**config.mk**
```make
export PLATFORM = sky130hd
export DESIGN_NAME = cc_input_loader
export DESIGN_NICKNAME = d
export VERILOG_FILES = /design/src/rtl/cc_pkg.sv /design/src/rtl/cc_ffz36.sv /design/src/rtl/cc_input_loader.sv
export SDC_FILE = /design/constraint.sdc
export NUM_CORES = 1
export LEC_CHECK = 0
export BUFFER_PORTS_ARGS = -buffer_cell sky130_fd_sc_hd__buf_2
export CORE_MARGIN = 8
export CORE_UTILIZATION = 54
export DETAILED_ROUTE_END_ITERATION = 12
export PLACE_DENSITY = 0.76
export SLEW_MARGIN = 40
export SYNTH_ARGS = -nofsm -noshare
export SYNTH_HDL_FRONTEND = slang
export SYNTH_SLANG_ARGS = --single-unit
export TNS_END_PERCENT = 100
```
**constraint.sdc**
```tcl
create_clock -name clk -period 3.65 [get_ports clk]
set_clock_uncertainty 0.05 [all_clocks]
set_input_delay 0.1825 -clock clk [delete_from_list [all_inputs] [get_ports clk]]
set_output_delay 0.1825 -clock clk [all_outputs]
set_load 0.01 [all_outputs]
```
**src/rtl/cc_pkg.sv**
```systemverilog
// Shared constants and types for the Candy Crush input loader.
// Board geometry, frame sizes, FSM state codes and beat payload layouts.
package cc_pkg;

    localparam int ROWS     = 6;
    localparam int COLS     = 6;
    localparam int N_CELLS  = ROWS * COLS;
    localparam int N_PLACED = 4;
    localparam int N_FILL   = N_CELLS - N_PLACED;
    localparam int N_ACT    = 10;
    localparam int COLOR_W  = 3;

    typedef enum logic [2:0] {
        ST_IDLE  = 3'd0,
        ST_PLACE = 3'd1,
        ST_FILL  = 3'd2,
        ST_GAP   = 3'd3,
        ST_ACT   = 3'd4,
        ST_SERVE = 3'd5
    } state_e;

    // Matches the in_starting_pos wire layout {x[5:3], y[2:0]}.
    typedef struct packed {
        logic [2:0] x;
        logic [2:0] y;
    } pos_t;

    typedef struct packed {
        logic [1:0] code;
        pos_t       pos;
    } action_t;

    function automatic logic [5:0] cell_index(input pos_t p);
        return 6'(int'(p.y) * COLS + int'(p.x));
    endfunction

endpackage

```
**src/rtl/cc_ffz36.sv**
```systemverilog
// 36-bit find-first-zero: index of the lowest clear bit of mask,
// with none_free raised when every bit is set.
import cc_pkg::*;

module cc_ffz36 (
    input  logic [N_CELLS-1:0] mask,
    output logic [5:0]         idx,
    output logic               none_free
);

    // Scan high to low so the lowest clear bit is the last assignment.
    always_comb begin
        idx = '0;
        for (int i = N_CELLS - 1; i >= 0; i--) begin
            if (!mask[i]) idx = 6'(i);
        end
    end

    assign none_free = &mask;

endmodule

```
**src/rtl/cc_input_loader.sv**
```systemverilog
// Deserialises the two-phase input stream into a 6x6 board and a 10-deep action queue.
// Define CC_LOADER_ERRCHK_EN to build the sticky protocol-error flag.
import cc_pkg::*;

module cc_input_loader (
    input  logic                       clk,
    input  logic                       rst,
    input  logic                       in_valid_1,
    input  logic                       in_valid_2,
    input  logic [COLOR_W-1:0]         in_color,
    input  logic                       in_stripe,
    input  logic [1:0]                 in_action,
    input  logic [5:0]                 in_starting_pos,
    output logic                       board_valid,
    output logic [N_CELLS*COLOR_W-1:0] board_color,
    output logic [N_CELLS-1:0]         board_stripe,
    output logic                       act_valid,
    output logic [1:0]                 act_code,
    output logic [5:0]                 act_pos,
    input  logic                       act_ready,
    input  logic                       frame_done,
    output logic                       err
);

    localparam logic [2:0] S_IDLE  = ST_IDLE;
    localparam logic [2:0] S_PLACE = ST_PLACE;
    localparam logic [2:0] S_FILL  = ST_FILL;
    localparam logic [2:0] S_GAP   = ST_GAP;
    localparam logic [2:0] S_ACT   = ST_ACT;
    localparam logic [2:0] S_SERVE = ST_SERVE;

    logic [2:0]                 state;
    logic [4:0]                 beat_cnt;
    logic [N_CELLS*COLOR_W-1:0] color_q;
    logic [N_CELLS-1:0]         stripe_q;
    logic [N_CELLS-1:0]         occ_q;
    action_t                    queue_q [N_ACT];
    logic [3:0]                 q_cnt;

    logic    [5:0] free_idx;
    logic          none_free;
    pos_t          in_pos;
    logic          pos_ok;
    logic    [5:0] pos_idx;
    action_t       in_act;
    logic          pop;

    cc_ffz36 u_ffz (
        .mask      (occ_q),
        .idx       (free_idx),
        .none_free (none_free)
    );

    assign in_pos  = pos_t'(in_starting_pos);
    assign pos_ok  = (in_pos.x < 3'(COLS)) && (in_pos.y < 3'(ROWS));
    assign pos_idx = cell_index(in_pos);
    assign in_act  = '{code: in_action, pos: in_pos};

    // act_valid/act_ready: the head transfers on any cycle both are high.
    // act_valid never depends on act_ready, and the head holds until popped.
    assign board_valid  = (state == S_SERVE);
    assign act_valid    = board_valid && (q_cnt != 4'd0);
    assign act_code     = queue_q[0].code;
    assign act_pos      = queue_q[0].pos;
    assign pop          = act_valid && act_ready;
    assign board_color  = color_q;
    assign board_stripe = stripe_q;

    always_ff @(posedge clk) begin
        if (rst) begin
            state    <= S_IDLE;
            beat_cnt <= '0;
            color_q  <= '0;
            stripe_q <= '0;
            occ_q    <= '0;
            q_cnt    <= '0;
            for (int i = 0; i < N_ACT; i++) queue_q[i] <= '0;
        end else begin
            unique case (state)
                S_IDLE: begin
                    if (in_valid_1) begin
                        // Clear first; the placed-beat write below overrides its cell.
                        color_q  <= '0;
                        stripe_q <= '0;
                        occ_q    <= '0;
                        q_cnt    <= '0;
                        if (pos_ok) begin
                            color_q[int'(pos_idx)*COLOR_W +: COLOR_W] <= in_color;
                            stripe_q[pos_idx] <= in_stripe;
                            occ_q[pos_idx]    <= 1'b1;
                        end
                        beat_cnt <= 5'd1;
                        state    <= S_PLACE;
                    end
                end
                S_PLACE: begin
                    if (!in_valid_1) begin
                        state <= S_IDLE;
                    end else begin
                        if (pos_ok) begin
                            color_q[int'(pos_idx)*COLOR_W +: COLOR_W] <= in_color;
                            stripe_q[pos_idx] <= in_stripe;
                            occ_q[pos_idx]    <= 1'b1;
                        end
                        if (beat_cnt == 5'(N_PLACED - 1)) begin
                            beat_cnt <= '0;
                            state    <= S_FILL;
                        end else begin
                            beat_cnt <= beat_cnt + 5'd1;
                        end
                    end
                end
                S_FILL: begin
                    if (!in_valid_1) begin
                        state <= S_IDLE;
                    end else begin
                        if (!none_free) begin
                            color_q[int'(free_idx)*COLOR_W +: COLOR_W] <= in_color;
                            stripe_q[free_idx] <= 1'b0;
                            occ_q[free_idx]    <= 1'b1;
                        end
                        if (beat_cnt == 5'(N_FILL - 1)) begin
                            beat_cnt <= '0;
                            state    <= S_GAP;
                        end else begin
                            beat_cnt <= beat_cnt + 5'd1;
                        end
                    end
                end
                S_GAP: begin
                    if (in_valid_2) begin
                        queue_q[0] <= in_act;
                        q_cnt      <= 4'd1;
                        state      <= S_ACT;
                    end
                end
                S_ACT: begin
                    if (!in_valid_2) begin
                        state <= S_IDLE;
                    end else begin
                        queue_q[q_cnt] <= in_act;
                        q_cnt          <= q_cnt + 4'd1;
                        if (q_cnt == 4'(N_ACT - 1)) state <= S_SERVE;
                    end
                end
                S_SERVE: begin
                    if (frame_done) begin
                        state <= S_IDLE;
                        q_cnt <= '0;
                        for (int i = 0; i < N_ACT; i++) queue_q[i] <= '0;
                    end else if (pop) begin
                        for (int i = 0; i < N_ACT - 1; i++) queue_q[i] <= queue_q[i+1];
                        queue_q[N_ACT-1] <= '0;
                        q_cnt <= q_cnt - 4'd1;
                    end
                end
                default: state <= S_IDLE;
            endcase
        end
    end

`ifdef CC_LOADER_ERRCHK_EN
    logic err_q;
    logic err_set;

    always_comb begin
        err_set = in_valid_1 && in_valid_2;
        unique case (state)
            S_IDLE:  if (in_valid_1 && !pos_ok) err_set = 1'b1;
            S_PLACE: if (!in_valid_1 || !pos_ok || occ_q[pos_idx]) err_set = 1'b1;
            S_FILL:  if (!in_valid_1) err_set = 1'b1;
            S_ACT:   if (!in_valid_2) err_set = 1'b1;
            S_SERVE: if (in_valid_1 || in_valid_2) err_set = 1'b1;
            default: ;
        endcase
    end

    // A new frame clears the flag, but an error on that same beat still wins.
    always_ff @(posedge clk) begin
        if (rst)                             err_q <= 1'b0;
        else if (err_set)                    err_q <= 1'b1;
        else if (state == S_IDLE && in_valid_1) err_q <= 1'b0;
    end

    assign err = err_q;
`else
    assign err = 1'b0;
`endif

endmodule

```
Yosys cells after proc, flatten, opt, wreduce, memory -nomap -nowiden
Memory sizes are Yosys's and may differ from the RTL's.
Index checks and enable logic that the tools add are counted.
{"block": "totals", "out_inout_bits": 155, "word_cells": 216, "mem_count": 1, "ram_bits": 80, "input_bits": 18, "reg_bits": 192}
{"block": "op_classes", "n_reduce_logical": 15, "mul": 3, "mux": 128, "shifts": 4, "bitwise_logic": 27, "add_sub_neg": 6, "order_cmp": 6, "eq_ne": 20}
{"memory": "queue_q", "depth": 10, "word_bits": 8, "rd": 10, "rd_clocked_by_memory_dff": 0, "write_ports": 10, "line_no": "cc_input_loader.sv:37", "rtl": "action_t queue_q [N_ACT];"}
{"cell": "108-bit 2-to-1 mux", "count": 6}
{"cell": "36-bit 2-to-1 mux", "count": 12}
{"cell": "108-bit one-hot mux with 3 select lines", "count": 1}
{"cell": "108-bit bitwise mux", "count": 2}
{"cell": "6-bit 2-to-1 mux", "count": 36}
{"cell": "36-bit one-hot mux with 3 select lines", "count": 2}
{"cell": "3-bit by 33-bit variable shift with 108-bit output, first input constant", "count": 2}
{"cell": "3-bit by 33-bit variable part select with 108-bit output", "count": 2}
{"cell": "8-bit 2-to-1 mux", "count": 22}
{"cell": "108-bit AND", "count": 1}
{"cell": "36-bit AND", "count": 2}
{"cell": "36-bit OR", "count": 2}
{"cell": "8-bit negator with 33-bit output", "count": 2}
{"cell": "36-bit bitwise mux", "count": 1}
{"cell": "36-bit NOT", "count": 1}
{"cell": "36-bit AND reduction", "count": 1}
{"cell": "3-bit 2-to-1 mux", "count": 9}
{"cell": "5-bit 2-to-1 mux", "count": 5}
{"cell": "4-bit 2-to-1 mux", "count": 6}
{"cell": "1-bit 2-to-1 mux", "count": 21}
{"cell": "1-bit OR", "count": 21}
{"cell": "3-bit one-hot mux with 6 select lines", "count": 1}
{"cell": "6-bit by 2-bit multiplier with 8-bit output, second input constant", "count": 2}
{"cell": "4-bit one-hot mux with 4 select lines", "count": 1}
{"cell": "28 further kinds", "count": 48}

Longest topological paths before layout
{"block": "logic_depth", "ltp_word": 45, "depth_mapped": 18, "ltp_nobuf": 14}

By module
From an unflattened synthesis, not the netlist that was laid out.
{"block": "hier_totals", "cells_unflattened": 2139, "area_unflattened_um2": 17392.9}
{"mod": "cc_input_loader", "cells_per_inst": 2066, "instances": 1, "area_each_um2": 16986.3, "seq_area_each_um2": 6246.0}
{"mod": "cc_ffz36", "cells_per_inst": 73, "instances": 1, "area_each_um2": 406.6, "seq_area_each_um2": 0.0}

Least setup slack after synthesis
OpenSTA, ideal clock, no wires.
{"block": "synth_path", "kind": "reg-to-reg", "startpoint": "register occ_q[35]", "endpoint": "register color_q[32] (netlist: board_color[32])", "arrival_time_ns": 3.613, "synth_period_minus_slack_ns": 3.723, "path_slack_ns": -0.073, "n_path_buf": 5, "setup_time_ns": 0.061, "required_time_ns": 3.539, "path_stages_with_launch": 16, "path_cell_list": "dfxtp_1 > nand2b_1 > a21o_1 > a221o_1 > a211oi_2 > or2_1 > buf_2 > buf_2 > buf_1 > ha_1 > clkbuf_1 > a211oi_1 > and3_1 > clkbuf_1 > o221ai_1 > nand2_1"}
{"block": "synth_between", "elab_chain_len": 43, "word_cells_on_any_way": 47, "cone_classes": "1 x add/sub; 1 x mul; 1 x eq/ne; 2 x shift; 40 x mux; 2 x reduce/logical"}
{"item": "from (decl)", "line_no": "cc_input_loader.sv:36", "rtl": "logic [N_CELLS-1:0] occ_q;"}
{"item": "from (signal assigned)", "line_no": "cc_input_loader.sv:75", "rtl": "occ_q <= '0;"}
{"item": "from (signal assigned)", "line_no": "cc_input_loader.sv:85", "rtl": "occ_q <= '0;"}
{"item": "from (signal, indexed assignment)", "line_no": "cc_input_loader.sv:90", "rtl": "occ_q[pos_idx] <= 1'b1;"}
{"item": "6-bit 2-to-1 mux (36 in a row)", "line_no": "cc_ffz36.sv:15", "rtl": "if (!mask[i]) idx = 6'(i);"}
{"item": "6-bit by 2-bit multiplier with 8-bit output", "line_no": "cc_input_loader.sv:118", "rtl": "color_q[int'(free_idx)*COLOR_W +: COLOR_W] <= in_color;"}
{"item": "8-bit negator with 33-bit output", "line_no": "cc_input_loader.sv:118"}
{"item": "3-bit by 33-bit variable part select with 108-bit output / 3-bit by 33-bit variable shift with 108-bit output (equally long branches)", "line_no": "cc_input_loader.sv:118"}
{"item": "108-bit bitwise mux", "line_no": "cc_input_loader.sv:118"}
{"item": "108-bit 2-to-1 mux", "line_no": "cc_input_loader.sv:117", "rtl": "if (!none_free) begin"}
{"item": "108-bit 2-to-1 mux", "line_no": "cc_input_loader.sv:114", "rtl": "if (!in_valid_1) begin"}
{"item": "108-bit one-hot mux with 3 select lines", "line_no": "cc_input_loader.sv:79", "rtl": "unique case (state)"}
{"item": "to (signal, indexed assignment)", "line_no": "cc_input_loader.sv:88", "rtl": "color_q[int'(pos_idx)*COLOR_W +: COLOR_W] <= in_color;"}
{"item": "to (signal, indexed assignment)", "line_no": "cc_input_loader.sv:101", "rtl": "color_q[int'(pos_idx)*COLOR_W +: COLOR_W] <= in_color;"}
{"item": "to (signal, indexed assignment)", "line_no": "cc_input_loader.sv:118"}
{"item": "to (decl)", "line_no": "cc_input_loader.sv:34", "rtl": "logic [N_CELLS*COLOR_W-1:0] color_q;"}
Several ways; a longest one is shown, not always the timed one. The select of a mux whose other input is x is not followed.
A chain may end at the register's enable or synchronous reset.

Worst setup path in the final report
{"block": "layout_path", "startpoint": "register occ_q[0]", "endpoint": "register color_q[6] (netlist: board_color[6])"}
{"block": "layout_between", "elab_chain_len": 8, "word_cells_on_any_way": 12, "cone_classes": "1 x add/sub; 1 x mul; 1 x eq/ne; 2 x shift; 5 x mux; 2 x reduce/logical"}
{"item": "6-bit 2-to-1 mux", "line_no": "cc_ffz36.sv:15"}
{"item": "6-bit by 2-bit multiplier with 8-bit output", "line_no": "cc_input_loader.sv:118"}
{"item": "8-bit negator with 33-bit output", "line_no": "cc_input_loader.sv:118"}
{"item": "3-bit by 33-bit variable part select with 108-bit output / 3-bit by 33-bit variable shift with 108-bit output (equally long branches)", "line_no": "cc_input_loader.sv:118"}
{"item": "108-bit bitwise mux", "line_no": "cc_input_loader.sv:118"}
{"item": "108-bit 2-to-1 mux", "line_no": "cc_input_loader.sv:117"}
{"item": "108-bit 2-to-1 mux", "line_no": "cc_input_loader.sv:114"}
{"item": "108-bit one-hot mux with 3 select lines", "line_no": "cc_input_loader.sv:79"}
Several ways; a longest one is shown, not always the timed one. The select of a mux whose other input is x is not followed.

==> metrics.yaml <==
status: "finished with violations"
violations: "DRC"
powerDensity_nw_per_um2: 427
post_layout_nonfiller_instances: 2629
grt_first_pass_wirelength_mm: 103
grt_overflow: 0
synthTopCellsByCount: "a21oi_1, dfxtp_1, nand2_1"
dp_hpwl_mm: 49.1
grt_use_total_pct: 36.3
tritoncts: "yes"
yosysTopAreaCellShare_pct: 23.6
setup_viol_count_final: 0
hold_path.class: "in2reg"
synth_flop_cell: "dfxtp_1"
cp_slowest_cell: "or4_1"
row_count: 63
worst_pin_slew_ns: 0.893
routed_via_density: 7.00
synth.cell_area_sq_um: 16300
utilization_pct: 66.0
die_w_um: 190
slew_headroom_pct: 40.2
muxShareOfSynthArea_pct: 1.73
p_leak_nw: 7.23
core_sq_um: 29600
cts_buffers: 31
clkTransAtPathRegs_ns: 0.06
tns_ns: 0
peakVddDrop_mv: 0.394
drcViolationCount: 1
synth_compound_area_share_pct: 32.5
critPathArrivalTime_ns: 4.00
cap_viol_max_count: 0
drt_iter0_drc: 2787
clock-root-buffer: "clkbuf_16"
grt_max_degree: 73
start_util_pct: 54.9
htreeDepth: 1
ant_nets: 0
ys_types: 99
grt_setup_unrepaired: "true"
die_y_um: 190
crit_path_cell_trace: "nand4_2 > or4_1 > nor2_4 > nand2_1 > or3_1 > mux2_2 > a21oi_2 > mux2i_1 > o21ai_1"
syn-num-nets: 2013
worst_setup_path_end_kind: "register"
synth.avg_cell_area_sq_um: 8.24
dp_cells: 2560
critical_path.max_fanout: 8
cpPeakStageDelay_ns: 0.81
synth.area.top_cells: "dfxtp_1, edfxtp_1, a21oi_1, a22o_1, nand2_1"
synth.most_common_cell: "a21oi_1"
syn_to_final_growth_pct: 20.2
period_minus_slack_ns: 3.59
clock.fmax_mhz: 278
yosys_warnings: 0
crit_path_start_kind: "register"
drt_pass1_iterations: 11
yosysSeqAreaShare_pct: 38.4
num-nets-final: 2252
io_pins: 173
finalHoldViolCount: 0
yosysTopAreaCell: "dfxtp_1"
synth_adder_area_share_pct: 1.63
synth_xor_xnor_area_share_pct: 0.530
fin_crit_sh_pct: 98.4
die-area_sq_um: 36000
critPathKind: "reg2reg"
clk_latency_ns: 0.57
drive_gt1_share_pct: 21.5
num_vias: 18413
slew_violations: 0
worstPathRequired_ns: 4.06
antenna_found_initial: 0
wl_per_cell_um: 26.3
place_congestion: 1.03
grt_pass1_vias: 17070
cts_buffer_depth: 3
io_buffers: 171
clock_sinks: 272
ys_async_sr_fraction_pct: 0
postSynthCellCount: 1975
synth-seq-cells: 272
synth_edf_count: 80
synth_top_family_by_area: "compound AO/OA/AOI/OAI gates"
yosys.area_share.simple_pct: 20.2
drt-total-wl_mm: 69.0
==> worst paths after layout <==
| kind | from | to | slack [ns] | depth (start not counted) |
|---|---|---|---|---|
| worst max register to register | occ_q[0]$_SDFFE_PP0P_ | board_color[6]$_SDFFE_PP0P_ | 0.06 | 9 |
| worst max-delay path | occ_q[0]$_SDFFE_PP0P_ | board_color[6]$_SDFFE_PP0P_ | 0.06 | 9 |
| worst min-delay path | frame_done | q_cnt[0]$_SDFFE_PP0P_ | 0.02 | 4 |
| worst min register to register | board_stripe[10]$_SDFFE_PP0P_ | board_stripe[10]$_SDFFE_PP0P_ | 0.42 | 2 |
==> repair_timing <==
item,4_1_cts,5_1_grt
hold buffers,2,0
buffers inserted,0,9
hold endpoints to repair,2,0
endpoints found under the setup margin,0,62
gates resized for setup,0,10
==> per-stage QoR <==
step                      area, sq um  worst slack, ns  hold WS (ns)  total power, mW
after global routing            19600          -0.0360        0.0498             8.56
after CTS                       19400           0.0581        0.0145             8.23
after floorplan                 16300          -0.0232         0.269             4.39
after global placement          18400           -0.102         0.407             5.16
after detailed placement        18500          -0.0588         0.412             5.20
final                           19600           0.0585        0.0171             8.35
==> critical path: cells and delay by family, from the launching register on <==
kind | cells | cell delay [ns]
and+or+nand+nor | 5 | 1.71
muxes | 2 | 0.68
AOI/OAI and AO/OA | 2 | 0.46
DFF | 1 | 0.58
==> area by class of cell <==
type	count	area [sq um]
sequential	272	6250
clock buffer	34	787
antenna	1	2.50
multi-input combinational	1501	9310
fill	2522	10100
tap	390	488
timing repair buffer	357	2350
clock inverter	23	191
inverter	51	194
==> placed cells by master, fill, tap and decap left out, drive strengths merged, types with 26 or more instances in the layout <==
| cell type | netlist | layout |
|---|---|---|
| a21oi | 201 | 201 |
| a22o | 87 | 87 |
| a22oi | 30 | 30 |
| a31oi | 50 | 50 |
| and2 | 31 | 31 |
| buf | 32 | 355 |
| clkbuf | 119 | 34 |
| dfxtp | 192 | 192 |
| edfxtp | 80 | 80 |
| inv | 49 | 50 |
| nand2 | 182 | 182 |
| nand3 | 95 | 95 |
| nand4 | 31 | 31 |
| nor2 | 152 | 152 |
| nor3 | 88 | 88 |
| o211ai | 26 | 26 |
| o21ai | 155 | 155 |
| o221ai | 31 | 31 |
==> power by group <==
part / switching, mW / internal, mW / total [mW] / leakage, nW
Combinational: 1.44 / 0.584 / 2.03 / 4.39
Sequential: 0.0625 / 3.18 / 3.24 / 2.38
Clock: 1.33 / 1.75 / 3.08 / 0.467
==> state kept, by name (all words and copies together) (netlist names) <==
register      count
occ_q            36
q_cnt             4
board_stripe     36
beat_cnt          5
state             3
queue_q          80
board_color     108
==> cells by family after synthesis <==
| logic type | Yosys count |
|---|---|
| AOI/OAI and AO/OA | 771 |
| and+or+nand+nor | 673 |
| DFF | 272 |
| buffers and inverters | 202 |
| muxes | 27 |
| adders and majority gates | 20 |
| xor gates and xnor gates | 9 |
| other | 1 |
==> layer usage <==
metal,GRT usage (%),share of wire (%),up-vias
met5,0,0,-
met1,49.0,39,8703
met2,54.0,43,1472
met3,11.0,14,218
met4,13.9,4.1,0
li1,-,-,8020
Power figures use the tool's default switching activity.
